<file path="config.mk">
export PLATFORM = sky130hd
export DESIGN_NAME = ysyx_24080014_axi_rd_arbiter
export DESIGN_NICKNAME = d
export VERILOG_FILES = /design/src/rtl/ysyx_24080014_axi_rd_arbiter.sv
export SDC_FILE = /design/constraint.sdc
export NUM_CORES = 1
export LEC_CHECK = 0
export ABC_AREA = 0
export BUFFER_PORTS_ARGS = -buffer_cell sky130_fd_sc_hd__buf_2
export CORE_AREA = 4 4 81 83
export DETAILED_ROUTE_END_ITERATION = 8
export DIE_AREA = 0 0 85 87
export HOLD_SLACK_MARGIN = 0.15
export PLACE_DENSITY = 0.78
export SLEW_MARGIN = 20
export SYNTH_ARGS = -nofsm -noshare
export SYNTH_HDL_FRONTEND = slang
export SYNTH_SLANG_ARGS = --single-unit
</file>
<file path="constraint.sdc">
create_clock -name ACLK -period 1.6 [get_ports ACLK]
set_clock_uncertainty 0.15 [all_clocks]
set_input_delay 0.16 -clock ACLK [delete_from_list [all_inputs] [get_ports ACLK]]
set_output_delay 0.16 -clock ACLK [all_outputs]
set_load 0.005 [all_outputs]
</file>
<file path="src/rtl/ysyx_24080014_axi_rd_arbiter.sv">
// Two-master (IFU/LSU) AXI4-Lite read arbiter in front of the shared SRAM read port.
// Optional ARB_RR_EN: round-robin between simultaneous requesters instead of LSU-first.
//
//   state | meaning
//   IDLE  | no owner; pick a winner from pending arvalids
//   ADDR  | owner's AR forwarded to the slave
//   DATA  | owner's R channel connected to the slave
module ysyx_24080014_axi_rd_arbiter #(
    parameter int ADDR_W = 32,
    parameter int DATA_W = 32
) (
    input  logic              ACLK,
    input  logic              ARESET,

    input  logic              ifu_arvalid,
    input  logic [ADDR_W-1:0] ifu_araddr,
    output logic              ifu_arready,
    output logic              ifu_rvalid,
    output logic [DATA_W-1:0] ifu_rdata,
    output logic [1:0]        ifu_rresp,
    input  logic              ifu_rready,

    input  logic              lsu_arvalid,
    input  logic [ADDR_W-1:0] lsu_araddr,
    output logic              lsu_arready,
    output logic              lsu_rvalid,
    output logic [DATA_W-1:0] lsu_rdata,
    output logic [1:0]        lsu_rresp,
    input  logic              lsu_rready,

    output logic              s_arvalid,
    output logic [ADDR_W-1:0] s_araddr,
    input  logic              s_arready,
    input  logic              s_rvalid,
    input  logic [DATA_W-1:0] s_rdata,
    input  logic [1:0]        s_rresp,
    output logic              s_rready,

    output logic [1:0]        grant
);

    typedef enum logic [1:0] {
        IDLE = 2'd0,
        ADDR = 2'd1,
        DATA = 2'd2
    } state_e;

    state_e     state_q, state_d;
    logic [1:0] grant_q, grant_d;
    logic       last_owner_q, last_owner_d;   // 1 = LSU owned the last completed transaction
    logic       pick_lsu;
    logic       ar_fire;
    logic       r_fire;

    always_ff @(posedge ACLK or posedge ARESET) begin
        if (ARESET) begin
            state_q      <= IDLE;
            grant_q      <= 2'b00;
            last_owner_q <= 1'b0;
        end else begin
            state_q      <= state_d;
            grant_q      <= grant_d;
            last_owner_q <= last_owner_d;
        end
    end

`ifdef ARB_RR_EN
    always_comb begin
        if (ifu_arvalid && lsu_arvalid) begin
            pick_lsu = ~last_owner_q;
        end else begin
            pick_lsu = lsu_arvalid;
        end
    end
`else
    always_comb begin
        pick_lsu = lsu_arvalid;
    end
`endif

    assign ar_fire = (state_q == ADDR) && s_arvalid && s_arready;
    assign r_fire  = (state_q == DATA) && s_rvalid && s_rready;

    always_comb begin
        state_d      = state_q;
        grant_d      = grant_q;
        last_owner_d = last_owner_q;
        case (state_q)
            IDLE: begin
                if (ifu_arvalid || lsu_arvalid) begin
                    grant_d = pick_lsu ? 2'b10 : 2'b01;
                    state_d = ADDR;
                end
            end
            ADDR: begin
                if (ar_fire) begin
                    state_d = DATA;
                end
            end
            DATA: begin
                if (r_fire) begin
                    last_owner_d = grant_q[1];
                    grant_d      = 2'b00;
                    state_d      = IDLE;
                end
            end
            default: begin
                grant_d = 2'b00;
                state_d = IDLE;
            end
        endcase
    end

    // Everything below is steered by the registered grant, so no arvalid reaches a ready.
    always_comb begin
        s_arvalid   = 1'b0;
        s_araddr    = '0;
        s_rready    = 1'b0;
        ifu_arready = 1'b0;
        ifu_rvalid  = 1'b0;
        ifu_rdata   = '0;
        ifu_rresp   = 2'b00;
        lsu_arready = 1'b0;
        lsu_rvalid  = 1'b0;
        lsu_rdata   = '0;
        lsu_rresp   = 2'b00;
        case (state_q)
            ADDR: begin
                if (grant_q[1]) begin
                    s_arvalid   = lsu_arvalid;
                    s_araddr    = lsu_araddr;
                    lsu_arready = s_arready;
                end else if (grant_q[0]) begin
                    s_arvalid   = ifu_arvalid;
                    s_araddr    = ifu_araddr;
                    ifu_arready = s_arready;
                end
            end
            DATA: begin
                if (grant_q[1]) begin
                    lsu_rvalid = s_rvalid;
                    lsu_rdata  = s_rdata;
                    lsu_rresp  = s_rresp;
                    s_rready   = lsu_rready;
                end else if (grant_q[0]) begin
                    ifu_rvalid = s_rvalid;
                    ifu_rdata  = s_rdata;
                    ifu_rresp  = s_rresp;
                    s_rready   = ifu_rready;
                end
            end
            default: ;
        endcase
    end

    assign grant = grant_q;

endmodule

</file>
==> results.rst <==
.. list-table::
   :header-rows: 1

   * - Metric
     - Value
   * - Result of the run
     - finished with violations
   * - Violations in the final reports
     - negative setup slack
   * - Combinational family with the most area after synthesis
     - simple AND/OR/NAND/NOR gates
   * - Global-route wire length before repair
     - 10,600 um
   * - Most instantiated library cell after synthesis
     - and2_1
   * - Kind of launch point of the worst setup path
     - flip-flop
   * - First-pass iteration count of the detailed router
     - 4
   * - Number of register bits inferred by synthesis
     - 4
   * - CP Data Arrival Time
     - 1440 ps
   * - Data required time of the worst path
     - 1290 ps
   * - Share of synthesized area occupied by flip-flops and latches
     - 7.93%
   * - Crit Path Category
     - reg2out
   * - Total gr overflow
     - 0
   * - Top cell type's share of synthesized area
     - 34.7%
   * - Leakage power of the design
     - 1.75 nW
   * - Antenna violations before repair
     - 0
   * - Worst Setup End Kind
     - primary output
   * - Adder and majority gate portion of the synthesized area
     - 0%
   * - Clock H-tree levels
     - 1
   * - CP Max Fanout
     - 8
   * - Worst-margin pin slew
     - 286 ps
   * - Fraction of synthesis flops using an asynchronous set or reset pin
     - 100%
   * - Mux contribution to synthesized area
     - 0%
   * - Post-place setup slack
     - -37.7 ps
   * - Largest area contributor in the netlist
     - and2_1
   * - Routed via count
     - 2,292
   * - Hold Violations, Final
     - 0
   * - Ant diodes
     - 0
   * - Most area-consuming cells after synthesis
     - and2_1 (35%), a22oi_1 (20%), nor2_1 (11%)
   * - Antenna-violating nets left
     - 0
   * - Post-detailed-routing wire length
     - 7710 um
   * - # setup viols final
     - 107
   * - Fraction of final layout cells sized beyond drive strength 1
     - 66.7%
   * - Count of unique library cells instantiated by Yosys
     - 25
   * - IO Pins
     - 214
   * - Number of enable flip-flop cells after synthesis
     - 0
   * - Via count of the first global-routing pass
     - 2,211
   * - Clock transition at the registers of the reported paths
     - 40 ps
   * - Maximum clock rate
     - 0.572 GHz
   * - Clk sinks
     - 4
   * - Final instance area
     - 2950 um2
   * - Relative slew slack
     - 80.9%
   * - Number of design-rule violations left by the first detailed-router iteration
     - 70
   * - Die width
     - 85 um
   * - Area growth syn-to-layout
     - 133%
   * - Number of max-capacitance violations reported
     - 0
   * - Die Span Y
     - 87 um
   * - Synth Area per Inst
     - 6.64 um2
   * - Clock buffers created by TritonCTS
     - 3
   * - Synthesized-area fraction occupied by ao, oa, aoi and oai cells
     - 24.3%
   * - Class of the worst hold path
     - in2reg
   * - Pin count of the biggest net entering global routing
     - 35
   * - Number of fill cells in the layout
     - 558
   * - Post-route worst setup slack
     - -147 ps
   * - Clock tree from TritonCTS
     - yes
   * - Post-DP HPWL
     - 5210 um
   * - Starting utilization of the core area
     - 21.6%
   * - Post-Synth Simple-Gate Area
     - 55.5%
   * - Unrepaired setup endpoints after global routing
     - yes
   * - All-Layer GR Usage
     - 17.6%
   * - Placer Congestion
     - 0.821
   * - Summed instance area of the synthesized netlist
     - 1260 um2
   * - Total nets after synthesis
     - 296
   * - Slew Viols, Final
     - 0
   * - Final nets
     - 528
   * - Area share of xor/xnor cells in the synthesized design
     - 0%
   * - Clk Latency, worst-skew pair
     - 220 ps
   * - Placeable Area
     - 5850 um2
   * - Mean routed wirelength per cell
     - 15.6 um
   * - Hold slack final
     - 186 ps
   * - Primary flip-flop cell chosen by synthesis mapping
     - dfrtp_1
   * - Average vias per placed instance
     - 4.63
   * - Final Util
     - 50.4%
   * - Max rail drop VDD
     - 0.674 mV
   * - DRC violations left
     - 0
   * - Final Critical Period
     - 1750 ps
   * - Number of placement rows
     - 28
   * - Area post-placement
     - 2350 um2
   * - Part of the cycle the worst path needs
     - 109%
   * - Synth warnings
     - 0
   * - Maximum buffer depth of the clock tree
     - 2
   * - Total power per unit cell area
     - 973 nW/um2
   * - Overall die area
     - 7400 um2
   * - Number of cells produced by synthesis
     - 190
   * - Library cell used as clock root buffer
     - clkbuf_8
   * - Leading cell types by count after synthesis
     - and2_1 (70), nor2_1 (37), a22oi_1 (34)
   * - Count of input and output buffers
     - 213
[worst max-delay path: stages (launching register included)]
cell and delay, ps:
dfrtp_2 460, nor2b_4 150, buf_12 140, buf_12 130, a22oi_2 50, nor2_2 150
buf_2 130
[cell type report]
type	count	area (um2)	share of cell area [%]
well taps	75	93.8	3.18
clock buffers	3	41.3	1.40
repair buffers	239	1500	50.9
flip-flops and latches	4	103	3.48
multi-input cells	170	1190	40.4
inverters	4	17.5	0.594
[state kept, by name, indices dropped and copies added (netlist names)]
name     count
state_q      2
grant        2
[logic make-up after synthesis]
logic type      count (synthesis)
flops                           4
buf+inv                        23
simple gates                  122
compound gates                 41
[path summary, 6_finish.rpt]
check | to | startpoint | slack [ps] | cells past startpoint
min in group asynchronous | state_q[0] | ARESET | 230 | 3
worst max register to register | grant[0] | grant[1] | -10 | 5
worst min-delay path | state_q[0] | ifu_arvalid | 190 | 4
worst max-delay path | s_araddr[26] | grant[1] | -150 | 6
max in group asynchronous | state_q[1] | ARESET | 890 | 3
worst min register to register | grant[1] | state_q[1] | 500 | 1
[power breakdown]
group | total (W) | leakage [nW] | internal, W | switching [W]
Sequential | 0.000217 | 0.0463 | 0.000146 | 0.0000711
Clock | 0.000222 | 0.0216 | 0.000161 | 0.0000607
Combinational | 0.00243 | 1.68 | 0.00123 | 0.00120
[metrics by stage]
stage,TNS (ps),std cells,total power (W)
floorplan,0,190,0.00122
global placement,0,465,0.00189
detailed placement,-476,465,0.00194
CTS,-8500,490,0.00258
global route,-14760,495,0.00308
finish,-8710,495,0.00287
[per-layer routing]
layer / track usage [%] / share of wire [%] / vias up
met5: 0 / 0 / -
li1: - / - / 1109
met4: 5.47 / 1.3 / 0
met2: 34.3 / 54 / 150
met3: 1.80 / 9.3 / 6
met1: 19.7 / 36 / 1027
[what timing repair did]
action	4_1_cts	5_1_grt
hold buffers	2	0
setup buffers	12	5
endpoints found under the hold margin	5	0
cloned	8	2
pin swaps	17	27
gates resized for setup	15	35
endpoints found under the setup margin	104	106
[placed cells by master (no fill, tap or decap), types with 6 or more instances in the layout]
cell and count:
and2_1 58, buf_4 10, nor2_1 34, a22oi_2 10, and2_4 12, buf_2 201
a22oi_1 24, buf_6 15, buf_12 9, nor2_4 6
(Power assumes the default switching activity.)
